--- src/rtl/text_lcd_refresh_ctrl.sv ---
// HD44780-style character LCD controller: runs the power-up command sequence,
// then copies a host-writable character buffer onto the display rows.
module text_lcd_refresh_ctrl #(
  parameter int COLS     = 16,
  parameter int ROWS     = 2,
  parameter int EN_W     = 4,
  parameter int GAP      = 2,
  parameter int CLR_WAIT = 8,
  parameter int RST_HOLD = 4,
  parameter int AUTO     = 1,
  localparam int NCHR    = ROWS * COLS,
  localparam int AW      = (NCHR > 1) ? $clog2(NCHR) : 1
) (
  input  logic          clk,
  input  logic          rst,
  input  logic          wr_en,
  input  logic [AW-1:0] wr_addr,
  input  logic [7:0]    wr_data,
  input  logic          refresh_req,
  output logic          init_done,
  output logic          frame_done,
  output logic          lcd_en,
  output logic          lcd_rs,
  output logic          lcd_rw,
  output logic [7:0]    lcd_db,
  output logic          lcd_rst
);

  localparam int TX_LEN = 1 + EN_W + GAP;
  localparam int RW     = (ROWS > 1) ? $clog2(ROWS) : 1;
  localparam int CW     = (COLS > 1) ? $clog2(COLS) : 1;

  typedef enum logic [2:0] {
    S_RST_WAIT,
    S_INIT,
    S_CLR_WAIT,
    S_ROW_ADDR,
    S_CHAR,
    S_IDLE
  } state_t;

  localparam state_t DONE_ST = (AUTO != 0) ? S_ROW_ADDR : S_IDLE;

  state_t        state, state_n;
  logic [15:0]   cnt;
  logic [1:0]    init_idx, init_idx_n;
  logic [RW-1:0] row, row_n;
  logic [CW-1:0] col, col_n;
  logic [7:0]    db_q, db_n;
  logic          rs_q;
  logic          pend_q;
  logic          tx_end, tx_start, frame_end, idle_go;
  logic [7:0]    buf_q [NCHR];
  logic [AW-1:0] rd_idx;
  logic [7:0]    rd_byte;

  function automatic logic is_tx(input state_t s);
    return (s == S_INIT) || (s == S_ROW_ADDR) || (s == S_CHAR);
  endfunction

  function automatic logic [7:0] init_cmd(input logic [1:0] i);
    case (i)
      2'd0:    return 8'h38;
      2'd1:    return 8'h0C;
      2'd2:    return 8'h06;
      default: return 8'h01;
    endcase
  endfunction

  function automatic logic [7:0] row_base(input int r);
    case (r)
      0:       return 8'h00;
      1:       return 8'h40;
      2:       return 8'(COLS);
      default: return 8'(8'h40 + COLS);
    endcase
  endfunction

  assign tx_end  = is_tx(state) && (cnt == 16'(TX_LEN - 1));
  assign idle_go = (state == S_IDLE) && (state_n == S_ROW_ADDR);

  always_ff @(posedge clk or posedge rst) begin
    if (rst) state <= S_RST_WAIT;
    else     state <= state_n;
  end

  always_comb begin
    state_n    = state;
    init_idx_n = init_idx;
    row_n      = row;
    col_n      = col;
    frame_end  = 1'b0;
    case (state)
      S_RST_WAIT: if (cnt == 16'(RST_HOLD - 1)) state_n = S_INIT;
      S_INIT: if (tx_end) begin
        if (init_idx == 2'd3) state_n = (CLR_WAIT > 0) ? S_CLR_WAIT : DONE_ST;
        else                  init_idx_n = init_idx + 2'd1;
      end
      S_CLR_WAIT: if (cnt == 16'(CLR_WAIT - 1)) state_n = DONE_ST;
      S_ROW_ADDR: if (tx_end) state_n = S_CHAR;
      S_CHAR: if (tx_end) begin
        if (col == CW'(COLS - 1)) begin
          col_n = '0;
          if (row == RW'(ROWS - 1)) begin
            row_n     = '0;
            frame_end = 1'b1;
            state_n   = DONE_ST;
          end else begin
            row_n   = row + RW'(1);
            state_n = S_ROW_ADDR;
          end
        end else begin
          col_n = col + CW'(1);
        end
      end
      S_IDLE:  if (pend_q) state_n = S_ROW_ADDR;
      default: state_n = S_RST_WAIT;
    endcase
    tx_start = is_tx(state_n) && ((state_n != state) || tx_end);
  end

  // Byte for the TX whose setup cycle starts at this edge; a write landing on
  // the same edge is forwarded so it shows up in this frame.
  always_comb begin
    rd_idx  = AW'(int'(row_n) * COLS + int'(col_n));
    rd_byte = (wr_en && (wr_addr == rd_idx)) ? wr_data : buf_q[rd_idx];
    case (state_n)
      S_INIT:     db_n = init_cmd(init_idx_n);
      S_ROW_ADDR: db_n = 8'h80 | row_base(int'(row_n));
      default:    db_n = rd_byte;
    endcase
  end

  always_ff @(posedge clk or posedge rst) begin
    if (rst) begin
      for (int unsigned i = 0; i < NCHR; i++) buf_q[AW'(i)] <= 8'h20;
    end else if (wr_en && ({1'b0, wr_addr} < (AW + 1)'(NCHR))) begin
      buf_q[wr_addr] <= wr_data;
    end
  end

  always_ff @(posedge clk or posedge rst) begin
    if (rst) begin
      cnt        <= '0;
      init_idx   <= '0;
      row        <= '0;
      col        <= '0;
      db_q       <= '0;
      rs_q       <= 1'b0;
      pend_q     <= 1'b0;
      init_done  <= 1'b0;
      frame_done <= 1'b0;
    end else begin
      init_idx   <= init_idx_n;
      row        <= row_n;
      col        <= col_n;
      frame_done <= frame_end;
      pend_q     <= refresh_req | (pend_q & ~idle_go);
      if ((state_n != state) || tx_end) cnt <= '0;
      else if (state != S_IDLE)         cnt <= cnt + 16'd1;
      if (tx_start) begin
        db_q <= db_n;
        rs_q <= (state_n == S_CHAR);
      end
      if ((state == S_INIT || state == S_CLR_WAIT) &&
          (state_n == S_ROW_ADDR || state_n == S_IDLE))
        init_done <= 1'b1;
    end
  end

  always_comb begin
    lcd_rst = (state == S_RST_WAIT);
    lcd_rw  = 1'b0;
    lcd_en  = is_tx(state) && (cnt >= 16'd1) && (cnt <= 16'(EN_W));
    if (state == S_IDLE || state == S_RST_WAIT) begin
      lcd_rs = 1'b0;
      lcd_db = '0;
    end else begin
      lcd_rs = rs_q;
      lcd_db = db_q;
    end
  end

endmodule

--- config.mk ---
export PLATFORM = sky130hd
export DESIGN_NAME = text_lcd_refresh_ctrl
export DESIGN_NICKNAME = d
export VERILOG_FILES = /design/src/rtl/text_lcd_refresh_ctrl.sv
export SDC_FILE = /design/constraint.sdc
export NUM_CORES = 1
export LEC_CHECK = 0
export CORE_UTILIZATION = 40
export DETAILED_ROUTE_END_ITERATION = 12
export GPL_TIMING_DRIVEN = 1
export RECOVER_POWER = 25
export SLEW_MARGIN = 5
export SYNTH_ARGS = -nofsm -noshare
export SYNTH_HDL_FRONTEND = slang
export SYNTH_SLANG_ARGS = --single-unit
--- constraint.sdc ---
create_clock -name clk -period 30.3 [get_ports clk]
set_input_delay 4.545 -clock clk [delete_from_list [all_inputs] [get_ports clk]]
set_output_delay 4.545 -clock clk [all_outputs]
set_load 0.05 [all_outputs]
==> results of run 1 <==
[power groups by stage]
stage | registers (mW) | clock network (mW) | logic, mW
final | 0.501 | 0.415 | 0.138
after detailed placement | 0.507 | 0 | 0.139
after global placement | 0.505 | 0 | 0.134
after floorplan | 0.497 | 0 | 0.108
after CTS | 0.501 | 0.423 | 0.139
after global routing | 0.510 | 0.441 | 0.150
[area by class of cell]
class,instances,share of cell area
repair buffers,43,0.0235
clock buffers,54,0.0652
flip-flops and latches,294,0.461
multi-input cells,862,0.405
clock inverters,7,0.00577
well taps,455,0.0355
inverters,18,0.00436
[logic make-up (layout without fill, tap and decap cells)]
family | Yosys count | in the layout | synth area share
buffers and inverters | 97 | 122 | 0.0304
AOI/OAI and AO/OA | 149 | 149 | 0.0678
adders and majority gates | 11 | 11 | 0.00960
DFF | 294 | 294 | 0.516
other | 1 | 1 | 0.000261
xor gates and xnor gates | 24 | 24 | 0.0147
and+or+nand+nor | 394 | 394 | 0.128
muxes | 283 | 283 | 0.234
[synth_stat cells, types with 16 or more instances]
cell and n:
nand2_1 191, dfstp_2 32, clkbuf_1 52, nand3_1 38, nand4_1 16, nor2_1 66
dfrtp_1 262, and3_1 22, mux4_2 16, o21ai_0 18, mux2_2 256, a31oi_1 18
a21oi_1 46
[stage by stage]
step           total power, mW  hold slack (ns)  setup slack [ns]
2_1_floorplan            0.604            0.438             17.69
3_3_place_gp             0.639            0.458             23.28
3_5_place_dp             0.646            0.465             23.26
4_1_cts                   1.06            0.477             23.03
5_1_grt                   1.10            0.506             20.06
6_report                  1.05            0.472             21.09
[flip-flops by register name, indices dropped and copies added (netlist names)]
| register | cells |
|---|---|
| init_done | 1 |
| init_idx | 2 |
| buf_q | 256 |
| pend_q | 1 |
| row | 1 |
| state | 3 |
| cnt | 16 |
| col | 4 |
| rs_q | 1 |
| db_q | 8 |
| frame_done | 1 |
[worst reg2reg max path: cells and delay by family (launching register included)]
kind / cells / cell delay [ns]
buffers and inverters: 2 / 2.92
DFF: 1 / 0.43
AOI/OAI and AO/OA: 5 / 1.51
and+or+nand+nor: 5 / 2.11
[layer usage]
layer  share of wire  vias to the layer above  GRT usage
li1                -                     4471          -
met1            0.47                     5021      0.307
met2            0.44                      292      0.316
met3           0.068                       69     0.0505
met4           0.026                        0     0.0656
met5               0                        -          0
[worst min path at each step]
stage               from         to  slack [ns]
3_3_place_gp   init_done  init_done        0.46
6_report       init_done  init_done        0.47
2_1_floorplan       rs_q       rs_q        0.44
3_5_place_dp        rs_q       rs_q        0.46
5_1_grt             rs_q       rs_q        0.51
4_1_cts             rs_q       rs_q        0.48
==> run metrics, run 1 <==
status=finished with violations; failing checks=capacitance limit, slew limit; Die ar.=36600 sq um; post-route design area=~16000 sq um; Syn Area/Cell=between 10 and 15 sq um; number of fillers in the final layout=~3300; Clock Tree Root=clkbuf_16; FF-to-FF End=db_q[0]; CP Launch Type=input port; NetSw=258 uW; gpl congestion=0.863; initial antenna violation count=0; DRT iter0 DRCs=between 800 and 900; number of flops mapped to enable cells by yosys=0; top post-synthesis cells by area=dfrtp_1 46%, mux2_2 20%, dfstp_2 5.9%, nand2_1 5.0%, mux4_2 2.5%; Worst setup EP type=async pin; YS warnings=0; crit-path leading delay family=buffers and inverters; number of antenna-violating nets in the routed design=0; sequential share of the synthesized area=0.516; later-pin clock latency in the skew report=0.51 ns; FF-to-FF setup slack=23.26 ns; Tot GR Track Use=0.213; Synth top area share=0.457; Worst-path clk slew=0.06 ns; Setup Buffers After CTS=0; CTS tree=done; cell taking the most area after synthesis=dfrtp_1; PortBufs=29; Tcrit/Tclk final=0.304; CTS sink cnt=between 200 and 300; mapped cell area=14300 sq um; Leak Pwr=roughly 7.0 nW; largest net degree at the start of global routing=158; worst endpoint data arrival time=8.67 ns; crit-path max FO=between 100 and 150; Setup crit start=rst; setup_tns=0 ns; post-route core utilization=0.460; Top Ports=31; register bit total from synthesis=294; area grow syn2layout=11.9%; Power Density=65.7 nW/um^2; FMAX=between 0.1 and 0.15 GHz; Detailed Routing Iterations Pass 1=5; Post-Syn Instances=1253; Routed WL per cell=21.8 um; WP data required=29.76 ns; Mapped Nets=1281; slowest cell on the critical path=clkinvlp_2; total CTS buffers=34; first-pass GRT wire length=59400 um; Final nets=1281; Via density=5.69; FF-to-FF path depth=12; vias in the first global route=9865; Int Pwr=around 800 uW; final hold violation count=0; Critical R2R Launch=cnt[4]; Register Area=7400 sq um; routed wire length=approximately 38000 um; gr ovfl total=0; Placeable Area=around 35000 sq um; most frequent cells in the layout=262 x dfrtp_1, 256 x mux2_2, 191 x nand2_1, 66 x nor2_1, 46 x a21oi_1; Final Slew Violations=240; Slew HR=-3.16; Die Wd=191 um; Levels on crit path=2; CP endpoint=pend_q; logic gate share of total power=0.131; CTS Buffer Depth=3; Worst VDD drop=0.0403 mV; Tmin final=a little over 9 ns; Clk pwr share=0.394; # resized after CTS=0; multi-input logic area=6500 sq um; crit-path max cell delay=3.41 ns; critical path class=input port to async pin; cell chain of the critical path=dlygate4sd3_1 > clkinvlp_2; commonest non-fill, non-tap cell in the layout=dfrtp_1; final setup vio count=0; asr flop ratio synth=1.00; Buf+Inv Stages, Crit Path=2; row count=between 60 and 70; Fin Clk Skew=~0.019 ns; hold buffers post-CTS=0; Worst Hold Class=flip-flop to flip-flop; HPWL Detailed=about 24000 um; Hold Path Stages=1; Primary FF master, synth=dfrtp_1; via count=9853; Worst-Margin Slew=6.21 ns; H-tree depth=2; final cell count without fillers=1733; share of cells above drive strength 1=0.301; placed cells=1672; ant diodes=0; post-synth cell types=63; Die Y=191 um; RSZ-0062 raised after global routing=no; DRC errors left=0; Post-DP Area=15000 sq um; switching part of the total power=0.245; max_cap viols=3; Reg power frac=0.476; Initial Util=0.411
Note: power is estimated with default switching activity, not from simulation.
==> run 2, diff against run 1 <==
==> constraint.sdc (replaced) <==
create_clock -name clk -period 8.4 [get_ports clk]
set_input_delay 1.26 -clock clk [delete_from_list [all_inputs] [get_ports clk]]
set_output_delay 1.26 -clock clk [all_outputs]
set_load 0.05 [all_outputs]
==> run 2 against run 1 <==
The run still ends with capacitance limit, slew limit left. Power increased to 3.6 times the previous value. Core utilization increased by 0.11 points. Largest power group unchanged. Worst hold slack improved by 0.0064 ns.
==> run metrics, run 2 (synthesis results as in run 1) <==
status=finished with violations (unchanged); failing checks=capacitance limit, slew limit (unchanged); Initial Util=0.411 (unchanged); multi-input logic area=6500 sq um (unchanged); share of cells above drive strength 1=0.300 (was 0.301); Tmin final=6.24 ns; Buf+Inv Stages, Crit Path=3 (was 2); Placeable Area=34900 sq um (unchanged); max_cap viols=3 (unchanged); worst endpoint data arrival time=6.66 ns (was 8.67 ns); Die Y=191 um (unchanged); HPWL Detailed=24200 um (was 23600 um); Int Pwr=2.88 mW (was 796 uW); critical path class=flip-flop to flip-flop (was input port to async pin); post-route design area=16100 sq um (about the same); crit-path max FO=50 (was 138); Reg power frac=0.475 (was 0.476); Slew HR=-0.947 (was -3.16); final hold violation count=0 (unchanged); vias in the first global route=10100 (was 9865); Register Area=7400 sq um (unchanged); initial antenna violation count=0 (unchanged); Leak Pwr=7.04 nW (was 7.03 nW); final cell count without fillers=1737 (was 1733); Setup Buffers After CTS=0 (unchanged); Fin Clk Skew=0.0234 ns (was 0.0187 ns); cell mode on critical path=nand3_1; switching part of the total power=0.245 (about the same); WP data required=8.82 ns (was 29.76 ns); H-tree depth=2 (unchanged); PortBufs=29 (unchanged); Post-DP Area=15000 sq um (about the same); crit-path leading delay family=simple AND/OR/NAND/NOR gates (was buffers and inverters); total CTS buffers=34 (unchanged); Tot GR Track Use=0.220 (was 0.213); later-pin clock latency in the skew report=0.52 ns (was 0.51 ns); Worst Hold Class=flip-flop to flip-flop (unchanged); most frequent cells in the layout=262 x dfrtp_1, 256 x mux2_2, 191 x nand2_1, 66 x nor2_1, 46 x a21oi_1 (unchanged); Via density=5.77 (was 5.69); CTS Buffer Depth=3 (unchanged); NetSw=933 uW (was 258 uW); Clock Tree Root=clkbuf_16 (unchanged); setup_tns=0 ns (unchanged); Die ar.=36600 sq um (unchanged); Tcrit/Tclk final=0.743; Worst-Margin Slew=2.92 ns (was 6.21 ns); hold buffers post-CTS=0 (unchanged); Routed WL per cell=22.1 um (was 21.8 um); Clk pwr share=0.395 (was 0.394); commonest non-fill, non-tap cell in the layout=dfrtp_1 (unchanged); Power Density=237 nW/um^2 (was 65.7 nW/um^2); Worst setup EP type=flip-flop (was async pin); RSZ-0062 raised after global routing=no (unchanged); Top Ports=31 (unchanged); placed cells=1676 (was 1672); Biggest register=buf_q (unchanged); area grow syn2layout=12.2% (was 11.9%); row count=68 (unchanged); CP Launch Type=flip-flop (was input port); CTS tree=done (unchanged); gpl congestion=0.875 (was 0.863); cell chain of the critical path=nor4_1 > and3_1 > nand3_1 > and2_2 > buf_4 > clkinv_1 > clkbuf_1 > nor2_1 > a32oi_1 > nand4_1 > nand3_1 > nor3_1 > o31ai_1 (was dlygate4sd3_1 > clkinvlp_2); CTS sink cnt=294 (unchanged); final setup vio count=0 (unchanged); FMAX=0.160 GHz; Worst-path clk slew=0.06 ns (about the same); number of antenna-violating nets in the routed design=0 (unchanged); largest net degree at the start of global routing=161 (was 158); first-pass GRT wire length=61500 um (was 59400 um); DRT iter0 DRCs=739 (was 835); Detailed Routing Iterations Pass 1=6 (was 5); flip-flop count of the largest register after layout=256 (unchanged); largest registers=buf_q: 256 flops, cnt: 16 flops, db_q: 8 flops (unchanged); logic gate share of total power=0.131 (about the same); Worst VDD drop=0.120 mV (was 0.0403 mV); Final Slew Violations=122 (was 240); gr ovfl total=0 (unchanged); # resized after CTS=0 (unchanged); number of fillers in the final layout=3211 (was 3275); crit-path max cell delay=2.06 ns (was 3.41 ns); Final nets=1285 (was 1281); slowest cell on the critical path=clkbuf_1 (was clkinvlp_2); Die Wd=191 um (unchanged); via count=10000 (was 9853); DRC errors left=0 (unchanged); routed wire length=38400 um (was 37700 um); ant diodes=0 (unchanged)
run 2: changes by cell type in the layout (fill, tap and decap cells not counted):
cell / previous run / this run
dlygate4sd3_1: 2 / 1
buf_4: 10 / 14
clkbuf_8: 10 / 7
buf_2: 4 / 2
clkdlybuf4s50_1: 23 / 26
clkinv_4: 1 / 0
bufinv_16: 2 / 3
clkbuf_1: 12 / 14
clkinv_2: 4 / 3
clkinvlp_4: 0 / 2
run 2: worst paths after layout:
| kind | from | endpoint | slack (ns) | depth (start not counted) |
|---|---|---|---|---|
| setup / recovery | cnt[4] | db_q[7] | 2.16 | 13 |
| hold reg to reg | init_done | init_done | 0.48 | 1 |
| max in group asynchronous | rst | buf_q[198] | 3.78 | 4 |
| setup reg to reg | cnt[4] | db_q[7] | 2.16 | 13 |
| min in group asynchronous | rst | buf_q[228] | 1.64 | 2 |
| hold / removal | init_done | init_done | 0.48 | 1 |
run 2: power by group through the flow:
stage               Clock (mW)  Sequential (mW)  Combinational [mW]
floorplan                    0             1.79               0.388
detailed placement           0             1.83               0.500
global route              1.60             1.84               0.543
finish                    1.50             1.81               0.498
CTS                       1.54             1.81               0.502
global placement             0             1.83               0.488
run 2: stage by stage:
step           hold slack, ns  utilization  setup WS, ns  total power, mW
2_1_floorplan           0.438            -          3.26             2.18
3_3_place_gp            0.451        0.430          3.88             2.31
3_5_place_dp            0.466        0.430          3.77             2.33
4_1_cts                 0.481        0.462          3.71             3.85
5_1_grt                 0.481        0.461          1.76             3.98
6_report                0.478        0.461          2.16             3.81
run 2: worst register-to-register path, delay by kind of cell, from the launching register on:
kind,cells,cell delay (ns)
AND/OR/NAND/NOR,8,2.52
buffers and inverters,3,2.38
AO/OA/AOI/OAI,2,0.85
flip-flops,1,0.42
run 2: final cells by class:
class                           count  share of cell area
Timing Repair Buffer               47              0.0259
Sequential cell                   294               0.460
Tap cell                          455              0.0354
Multi-Input combinational cell    862               0.404
Clock buffer                       53              0.0630
Clock inverter                      8             0.00770
Inverter                           18             0.00435
run 2: layer usage:
metal / GRT usage / up-vias / wire, um
li1: - / 4464 / -
met1: 0.316 / 5171 / 17800
met2: 0.337 / 316 / 17100
met3: 0.0406 / 69 / 2580
met4: 0.0629 / 0 / 902
met5: 0 / - / 0
